[src/rtl/lsu_pkg.sv]
// Load/store unit shared types: funct3 codes, access sizes, FSM states,
// latched request bundle and the access-rule helpers.
package lsu_pkg;

    localparam int ADDR_WIDTH     = 32;
    localparam int XLEN           = 32;
    localparam int REG_ADDR_WIDTH = 5;

    localparam logic [2:0] LB  = 3'b000;
    localparam logic [2:0] LH  = 3'b001;
    localparam logic [2:0] LW  = 3'b010;
    localparam logic [2:0] LBU = 3'b100;
    localparam logic [2:0] LHU = 3'b101;
    localparam logic [2:0] SB  = 3'b000;
    localparam logic [2:0] SH  = 3'b001;
    localparam logic [2:0] SW  = 3'b010;

    typedef enum logic [1:0] {BYTE, HALF, WORD} size_e;
    typedef enum logic [1:0] {IDLE, REQ, WAIT_R, RESP} state_e;
    typedef enum logic {OP_LOAD, OP_STORE} op_e;

    typedef struct packed {
        op_e                       op;
        logic [2:0]                funct3;
        logic [ADDR_WIDTH-1:0]     addr;
        logic [XLEN-1:0]           wdata;
        logic [REG_ADDR_WIDTH-1:0] rd;
    } lsu_req_t;

    function automatic size_e f3_size(input logic [2:0] f3);
        case (f3[1:0])
            2'b00:   return BYTE;
            2'b01:   return HALF;
            default: return WORD;
        endcase
    endfunction

    function automatic logic access_legal(input logic       rd,
                                          input logic       wr,
                                          input logic [2:0] f3,
                                          input logic [1:0] a);
        if (rd == wr) return 1'b0;
        // unsigned variants exist only for sub-word loads
        if (f3[2] && !rd) return 1'b0;
        case (f3[1:0])
            2'b00:   return 1'b1;
            2'b01:   return !a[0];
            2'b10:   return (a == 2'b00) && !f3[2];
            default: return 1'b0;
        endcase
    endfunction

    function automatic logic [3:0] byte_enable(input size_e      sz,
                                               input logic [1:0] a);
        case (sz)
            BYTE:    return 4'b0001 << a;
            HALF:    return 4'b0011 << a;
            default: return 4'b1111;
        endcase
    endfunction

    function automatic logic [XLEN-1:0] lane_wdata(input size_e           sz,
                                                   input logic [XLEN-1:0] d);
        case (sz)
            BYTE:    return {4{d[7:0]}};
            HALF:    return {2{d[15:0]}};
            default: return d;
        endcase
    endfunction

endpackage

[src/rtl/load_store_unit_if.sv]
// Core-side request/response bundle and word-addressed data-memory bundle
// for the load/store unit.
interface lsu_core_if;
    import lsu_pkg::*;

    logic                      req_valid;
    logic                      req_ready;
    logic                      req_mem_read;
    logic                      req_mem_write;
    logic [2:0]                req_funct3;
    logic [ADDR_WIDTH-1:0]     req_addr;
    logic [XLEN-1:0]           req_wdata;
    logic [REG_ADDR_WIDTH-1:0] req_rd;
    logic                      resp_valid;
    logic                      resp_ready;
    logic [XLEN-1:0]           resp_rdata;
    logic [REG_ADDR_WIDTH-1:0] resp_rd;
    logic                      resp_is_load;
    logic                      resp_err;

    modport master (
        output req_valid, req_mem_read, req_mem_write, req_funct3,
        output req_addr, req_wdata, req_rd, resp_ready,
        input  req_ready, resp_valid, resp_rdata, resp_rd,
        input  resp_is_load, resp_err
    );

    modport slave (
        input  req_valid, req_mem_read, req_mem_write, req_funct3,
        input  req_addr, req_wdata, req_rd, resp_ready,
        output req_ready, resp_valid, resp_rdata, resp_rd,
        output resp_is_load, resp_err
    );
endinterface

interface lsu_dmem_if;
    import lsu_pkg::*;

    logic                  dmem_req;
    logic                  dmem_gnt;
    logic                  dmem_we;
    logic [3:0]            dmem_be;
    logic [ADDR_WIDTH-3:0] dmem_addr;
    logic [XLEN-1:0]       dmem_wdata;
    logic                  dmem_rvalid;
    logic [XLEN-1:0]       dmem_rdata;

    modport master (
        output dmem_req, dmem_we, dmem_be, dmem_addr, dmem_wdata,
        input  dmem_gnt, dmem_rvalid, dmem_rdata
    );

    modport slave (
        input  dmem_req, dmem_we, dmem_be, dmem_addr, dmem_wdata,
        output dmem_gnt, dmem_rvalid, dmem_rdata
    );
endinterface

[src/rtl/load_store_unit_align.sv]
// Picks the addressed byte/half out of a read word and sign- or
// zero-extends it to XLEN.
module load_align_extend
    import lsu_pkg::*;
(
    input  logic [XLEN-1:0] i_rdata,
    input  logic [1:0]      i_addr_lo,
    input  logic [2:0]      i_funct3,
    output logic [XLEN-1:0] o_data
);
    logic [XLEN-1:0] w_shift;
    logic            w_sgn;

    assign w_shift = i_rdata >> {i_addr_lo, 3'b000};
    assign w_sgn   = !i_funct3[2];

    always_comb begin
        o_data = w_shift;
        case (f3_size(i_funct3))
            BYTE:    o_data = {{24{w_shift[7] & w_sgn}}, w_shift[7:0]};
            HALF:    o_data = {{16{w_shift[15] & w_sgn}}, w_shift[15:0]};
            default: o_data = w_shift;
        endcase
    end
endmodule

[src/rtl/load_store_unit.sv]
// Single-outstanding load/store unit: accepts one request, runs it on the
// data-memory port and returns an extended load value or an error.
module load_store_unit
    import lsu_pkg::*;
(
    input logic         clk,
    input logic         rst_n,
    lsu_core_if.slave   core,
    lsu_dmem_if.master  dmem
);
    state_e          r_state;
    state_e          w_state_next;
    lsu_req_t        r_req;
    logic            r_err;
    logic            r_is_load;
    logic [XLEN-1:0] r_rdata;
    logic            w_legal;
    logic            w_accept;
    size_e           w_size;
    logic [XLEN-1:0] w_load_data;

    assign w_legal = access_legal(core.req_mem_read, core.req_mem_write,
                                  core.req_funct3, core.req_addr[1:0]);
    assign w_accept = (r_state == IDLE) && core.req_valid;
    assign w_size   = f3_size(r_req.funct3);

    load_align_extend u_align (
        .i_rdata   (dmem.dmem_rdata),
        .i_addr_lo (r_req.addr[1:0]),
        .i_funct3  (r_req.funct3),
        .o_data    (w_load_data)
    );

    always_comb begin
        w_state_next = r_state;
        case (r_state)
            IDLE:
                if (core.req_valid) w_state_next = w_legal ? REQ : RESP;
            REQ:
                if (dmem.dmem_gnt)
                    w_state_next = (r_req.op == OP_STORE) ? RESP : WAIT_R;
            WAIT_R:
                if (dmem.dmem_rvalid) w_state_next = RESP;
            RESP:
                if (core.resp_ready) w_state_next = IDLE;
            default: w_state_next = IDLE;
        endcase
    end

    always_ff @(posedge clk) begin
        if (!rst_n) begin
            r_state   <= IDLE;
            r_req     <= '0;
            r_err     <= 1'b0;
            r_is_load <= 1'b0;
            r_rdata   <= '0;
        end else begin
            r_state <= w_state_next;
            if (w_accept) begin
                r_req.op     <= core.req_mem_write ? OP_STORE : OP_LOAD;
                r_req.funct3 <= core.req_funct3;
                r_req.addr   <= core.req_addr;
                r_req.wdata  <= core.req_wdata;
                r_req.rd     <= core.req_rd;
                r_err        <= !w_legal;
                r_is_load    <= core.req_mem_read && w_legal;
                r_rdata      <= '0;
            end
            if ((r_state == WAIT_R) && dmem.dmem_rvalid)
                r_rdata <= w_load_data;
        end
    end

    assign core.req_ready    = (r_state == IDLE);
    assign core.resp_valid   = (r_state == RESP);
    assign core.resp_rdata   = r_rdata;
    assign core.resp_rd      = r_req.rd;
    assign core.resp_is_load = r_is_load;
    assign core.resp_err     = r_err;

    // payload is a pure function of the latched request, so it holds until gnt
    assign dmem.dmem_req   = (r_state == REQ);
    assign dmem.dmem_we    = (r_state == REQ) && (r_req.op == OP_STORE);
    assign dmem.dmem_be    = (r_state == REQ) ?
                             byte_enable(w_size, r_req.addr[1:0]) : 4'b0000;
    assign dmem.dmem_addr  = r_req.addr[ADDR_WIDTH-1:2];
    assign dmem.dmem_wdata = lane_wdata(w_size, r_req.wdata);
endmodule

[src/flat_wrapper.sv]
// flat-port wrapper written by rule: the top's interface ports become plain ports
module load_store_unit_flat import lsu_pkg::*;
  (clk, rst_n, core_req_valid, core_req_mem_read, core_req_mem_write, core_req_funct3, core_req_addr, core_req_wdata, core_req_rd, core_resp_ready, core_req_ready, core_resp_valid, core_resp_rdata, core_resp_rd, core_resp_is_load, core_resp_err, dmem_dmem_req, dmem_dmem_we, dmem_dmem_be, dmem_dmem_addr, dmem_dmem_wdata, dmem_dmem_gnt, dmem_dmem_rvalid, dmem_dmem_rdata);
  lsu_core_if core_i ();
  lsu_dmem_if dmem_i ();
  input logic clk;
  input logic rst_n;
  input wire logic [$bits(core_i.req_valid)-1:0] core_req_valid;
  input wire logic [$bits(core_i.req_mem_read)-1:0] core_req_mem_read;
  input wire logic [$bits(core_i.req_mem_write)-1:0] core_req_mem_write;
  input wire logic [$bits(core_i.req_funct3)-1:0] core_req_funct3;
  input wire logic [$bits(core_i.req_addr)-1:0] core_req_addr;
  input wire logic [$bits(core_i.req_wdata)-1:0] core_req_wdata;
  input wire logic [$bits(core_i.req_rd)-1:0] core_req_rd;
  input wire logic [$bits(core_i.resp_ready)-1:0] core_resp_ready;
  output wire logic [$bits(core_i.req_ready)-1:0] core_req_ready;
  output wire logic [$bits(core_i.resp_valid)-1:0] core_resp_valid;
  output wire logic [$bits(core_i.resp_rdata)-1:0] core_resp_rdata;
  output wire logic [$bits(core_i.resp_rd)-1:0] core_resp_rd;
  output wire logic [$bits(core_i.resp_is_load)-1:0] core_resp_is_load;
  output wire logic [$bits(core_i.resp_err)-1:0] core_resp_err;
  output wire logic [$bits(dmem_i.dmem_req)-1:0] dmem_dmem_req;
  output wire logic [$bits(dmem_i.dmem_we)-1:0] dmem_dmem_we;
  output wire logic [$bits(dmem_i.dmem_be)-1:0] dmem_dmem_be;
  output wire logic [$bits(dmem_i.dmem_addr)-1:0] dmem_dmem_addr;
  output wire logic [$bits(dmem_i.dmem_wdata)-1:0] dmem_dmem_wdata;
  input wire logic [$bits(dmem_i.dmem_gnt)-1:0] dmem_dmem_gnt;
  input wire logic [$bits(dmem_i.dmem_rvalid)-1:0] dmem_dmem_rvalid;
  input wire logic [$bits(dmem_i.dmem_rdata)-1:0] dmem_dmem_rdata;
  assign core_i.req_valid = core_req_valid;
  assign core_i.req_mem_read = core_req_mem_read;
  assign core_i.req_mem_write = core_req_mem_write;
  assign core_i.req_funct3 = core_req_funct3;
  assign core_i.req_addr = core_req_addr;
  assign core_i.req_wdata = core_req_wdata;
  assign core_i.req_rd = core_req_rd;
  assign core_i.resp_ready = core_resp_ready;
  assign core_req_ready = core_i.req_ready;
  assign core_resp_valid = core_i.resp_valid;
  assign core_resp_rdata = core_i.resp_rdata;
  assign core_resp_rd = core_i.resp_rd;
  assign core_resp_is_load = core_i.resp_is_load;
  assign core_resp_err = core_i.resp_err;
  assign dmem_dmem_req = dmem_i.dmem_req;
  assign dmem_dmem_we = dmem_i.dmem_we;
  assign dmem_dmem_be = dmem_i.dmem_be;
  assign dmem_dmem_addr = dmem_i.dmem_addr;
  assign dmem_dmem_wdata = dmem_i.dmem_wdata;
  assign dmem_i.dmem_gnt = dmem_dmem_gnt;
  assign dmem_i.dmem_rvalid = dmem_dmem_rvalid;
  assign dmem_i.dmem_rdata = dmem_dmem_rdata;
  load_store_unit u_core (.clk(clk), .rst_n(rst_n), .core(core_i), .dmem(dmem_i));
endmodule
[config.mk]
export PLATFORM = sky130hd
export DESIGN_NAME = load_store_unit_flat
export DESIGN_NICKNAME = d
export VERILOG_FILES = /design/src/rtl/lsu_pkg.sv /design/src/rtl/load_store_unit_if.sv /design/src/rtl/load_store_unit_align.sv /design/src/rtl/load_store_unit.sv /design/src/flat_wrapper.sv
export SDC_FILE = /design/constraint.sdc
export NUM_CORES = 1
export LEC_CHECK = 0
export CAP_MARGIN = 20
export CELL_PAD_IN_SITES_DETAIL_PLACEMENT = 1
export CELL_PAD_IN_SITES_GLOBAL_PLACEMENT = 1
export CORE_MARGIN = 3
export CORE_UTILIZATION = 34
export DETAILED_ROUTE_END_ITERATION = 10
export PLACE_DENSITY_LB_ADDON = 0.1
export SLEW_MARGIN = 20
export SYNTH_ARGS = -nofsm -noshare
export SYNTH_HDL_FRONTEND = slang
export SYNTH_SLANG_ARGS = --single-unit
[constraint.sdc]
create_clock -name clk -period 6.2 [get_ports clk]
set_input_delay 1.55 -clock clk [delete_from_list [all_inputs] [get_ports clk]]
set_output_delay 1.55 -clock clk [all_outputs]
set_load 0.01 [all_outputs]
==> flow_metrics.py <==
metrics = {
    "route": {
        "drt_iter0_markers": 214,
        "wl_per_cell_um": 17.9,
        "routed_via_density": 4.93,
        "detail-route-antenna-nets": 0,
        "drc": 0,
        "drt_wl_total_mm": 17.8,
        "dr.pass1.iters": 4,
        "vias": 4886,
    },
    "critical_path": {
        "path_max_fanout": 25,
        "r2r-start": "u_core.r_req[38]$_SDFFE_PN0P_",
        "rr_worst_depth": 4,
        "ff2ff_setup_slack_ps": 3500,
        "crit_path_start": "u_core.r_req[38]$_SDFFE_PN0P_",
        "critPathLaunchType": "register",
        "r2r-end": "u_core.core.resp_rdata[17]$_SDFFE_PN0P_",
        "crit_type": "register to output port",
        "cp-end-kind": "output port",
        "cp.arrival_ps": 2610,
        "critPathRequiredTime_ps": 4650,
        "crit_path_end": "dmem_dmem_be[2]",
    },
    "yosys": {
        "synth.most_common_cell": "nand2_1",
        "syn-instance-count": 632,
        "yosys-top-cells-area": "dfxtp_1, nand2_1, a21boi_0, buf_4, mux2_2",
        "synthArstFlopShare_pct": 0,
        "yosysWarnings": 0,
        "synth_largest_area_cell": "dfxtp_1",
        "synth.distinct_cells": 48,
        "yosysSeqAreaShare_pct": 40.1,
        "synthFlopType": "dfxtp_1",
        "ys_seq_elements": 109,
        "syn-num-nets": 748,
        "synth_enable_flop_cells": 0,
        "postSynthAreaPerCell_sq_um": 8.61,
        "syn_area_sq_um": 5440,
        "synth_top_area_share_pct": 40.1,
        "synth_common_cells": "nand2_1, dfxtp_1, a21boi_0, buf_4, clkbuf_1",
    },
    "power": {
        "cellInternalPower_w": 0.00158,
        "p_per_area_nw_per_um2": 318,
        "switchingPower_w": 0.000861,
        "netSwitchingFraction_pct": 35.3,
        "pwr-share-clk_pct": 22.8,
        "combPwrFrac_pct": 39.8,
        "peakVddDrop_mv": 0.173,
        "power.leakage_nw": 2.80,
        "sequentialPowerShare_pct": 37.4,
    },
    "clock_tree": {
        "cts_max_path_buffers": 2,
        "root_buffer": "clkbuf_16",
        "holdBufCountCts": 0,
        "htreeDepth": 3,
        "cts_buffers": 9,
        "ctsResizeCount": 0,
        "cts_tree": "done",
        "clk_latency_ps": 350,
        "clock_sinks": 109,
        "path_clk_slew_ps": 70,
        "post_cts_buffers": 0,
    },
    "floorplan": {
        "io_pins": 221,
        "die_w_um": 132,
        "initial_core_util_pct": 35.3,
        "dieHeight_um": 132,
        "fp.coreArea_sq_um": 15400,
        "die_area_sq_um": 17600,
        "rows": 45,
    },
    "sta": {
        "fmax_mhz": 240,
        "finalMaxSlewViolations": 0,
        "timing.final.ws_setup_ps": 2040,
        "finalCritPeriodShare_pct": 67.2,
        "skew_ps": 7.68,
        "worst_slew_pin_slew_ps": 1070,
        "slew_headroom_pct": 28.6,
        "rsz0062_at_grt": "no",
        "totalNegativeSetupSlack_ps": 0,
        "setup_viol": 0,
        "finalHoldViolations": 0,
        "fin_crit_ps": 4160,
    },
    "global_routing": {
        "overflow": 0,
        "grt_pass1_vias": 5077,
        "grt_pass1_wl_mm": 28.3,
        "grtUsageTotal_pct": 20.0,
        "antenna_found_initial": 1,
        "grt_max_degree": 83,
    },
    "final_layout": {
        "nets": 892,
        "areaGrowthSynthToFinish_pct": 40.9,
        "multi_input_area_sq_um": 2690,
        "diodes": 0,
        "drive_gt1_share_pct": 7.94,
        "regArea_sq_um": 2180,
        "fillers": 1797,
    },
    "placement": {
        "io_buffers": 220,
        "dpl.hpwl_mm": 13.1,
        "pre_cts_ws_ps": 2450,
        "gp_congestion": 0.790,
    },
    "status": {
        "status": "finished clean",
    },
    "min_path": {
        "hp-class": "register to register",
    },
    "job": {
        "cap_violations": 0,
    },
}
[state kept, by name (all words and copies together), names as in the netlist]
name                      cells
u_core.core.resp_rdata       32
u_core.r_req                 38
u_core.core.resp_rd           5
u_core.core.resp_err          1
u_core.core.resp_is_load      1
u_core.dmem.dmem_addr        30
u_core.r_state                2
[logic make-up (layout without fill, tap and decap cells)]
logic type / after synthesis / in the layout / synth area share, %
multiplexers: 40 / 40 / 9.50
AO/OA/AOI/OAI: 149 / 149 / 21.3
adder cells (fa/ha/maj): 4 / 4 / 0.920
flip-flops: 109 / 109 / 40.1
XOR/XNOR: 1 / 1 / 0.161
buffers and inverters: 97 / 246 / 10.6
AND/OR/NAND/NOR: 232 / 232 / 17.4
[routing by layer]
metal | vias up | global-route usage, % | routed length, um
li1 | 2382 | - | -
met1 | 2326 | 25.7 | 7800
met5 | - | 0 | 13
met4 | 2 | 5.54 | 243
met2 | 157 | 31.9 | 8160
met3 | 19 | 6.96 | 1530
[worst min-delay path by stage]
stage	from	to	slack [ps]	depth (start not counted)
2_1_floorplan	u_core.r_req[72]$_SDFFE_PN0P_	u_core.r_req[72]$_SDFFE_PN0P_	440	2
3_3_place_gp	u_core.r_req[72]$_SDFFE_PN0P_	u_core.r_req[72]$_SDFFE_PN0P_	450	2
3_5_place_dp	u_core.r_req[22]$_SDFFE_PN0P_	u_core.r_req[22]$_SDFFE_PN0P_	460	2
4_1_cts	u_core.dmem.dmem_addr[17]$_SDFFE_PN0P_	u_core.dmem.dmem_addr[17]$_SDFFE_PN0P_	470	2
5_1_grt	u_core.dmem.dmem_addr[8]$_SDFFE_PN0P_	u_core.dmem.dmem_addr[8]$_SDFFE_PN0P_	490	2
6_report	u_core.dmem.dmem_addr[17]$_SDFFE_PN0P_	u_core.dmem.dmem_addr[17]$_SDFFE_PN0P_	460	2
[power groups by stage]
stage	combinational, W	sequential, W	clock [W]
floorplan	0.000603	0.000900	0
detailed placement	0.000977	0.000928	0
global placement	0.000951	0.000922	0
CTS	0.000984	0.000914	0.000572
finish	0.000970	0.000911	0.000556
global route	0.00106	0.000930	0.000606
[cell type report]
class	instances	area share, %
clock buffer	13	3.39
sequential	109	28.5
multi-input combinational	426	35.1
inverter	5	0.245
clock inverter	3	0.261
timing repair buffer	225	29.1
tap	211	3.44
[cells in the final DEF, fill, tap and decap left out, types with 2 or more instances in the layout]
cell type	n
clkdlybuf4s50_1	219
nand2_1	200
dfxtp_1	109
a21boi_0	75
mux2i_1	16
mux2_2	15
o21ai_0	12
nor2b_1	10
a21oi_1	10
a221o_2	10
clkbuf_16	9
a21o_1	8
o2bb2ai_1	7
mux4_2	7
a22oi_1	7
nor2_1	6
a221o_1	6
inv_1	5
buf_4	5
ha_1	4
o21a_1	3
nand2b_1	2
and2_4	2
mux2_4	2
clkbuf_8	2
clkbuf_1	2
clkinvlp_4	2
[worst max-delay path: stages, from the launching register on]
cell and delay [ps]:
dfxtp_1 660, nor2b_1 640, nand2_1 130, a21boi_0 210, clkdlybuf4s50_1 610
[stage by stage]
step / std cells / hold WS (ps) / total power, W / cell area (sq um) / util (%)
global route: 992 / 490 / 0.00260 / 7670 / 49.7
finish: 992 / 461 / 0.00244 / 7670 / 49.7
floorplan: 632 / 439 / 0.00150 / 5440 / -
CTS: 992 / 466 / 0.00247 / 7670 / 49.7
detailed placement: 976 / 459 / 0.00191 / 7390 / 47.9
global placement: 976 / 450 / 0.00187 / 7390 / 47.9
Note: power is estimated with default switching activity, not from simulation.
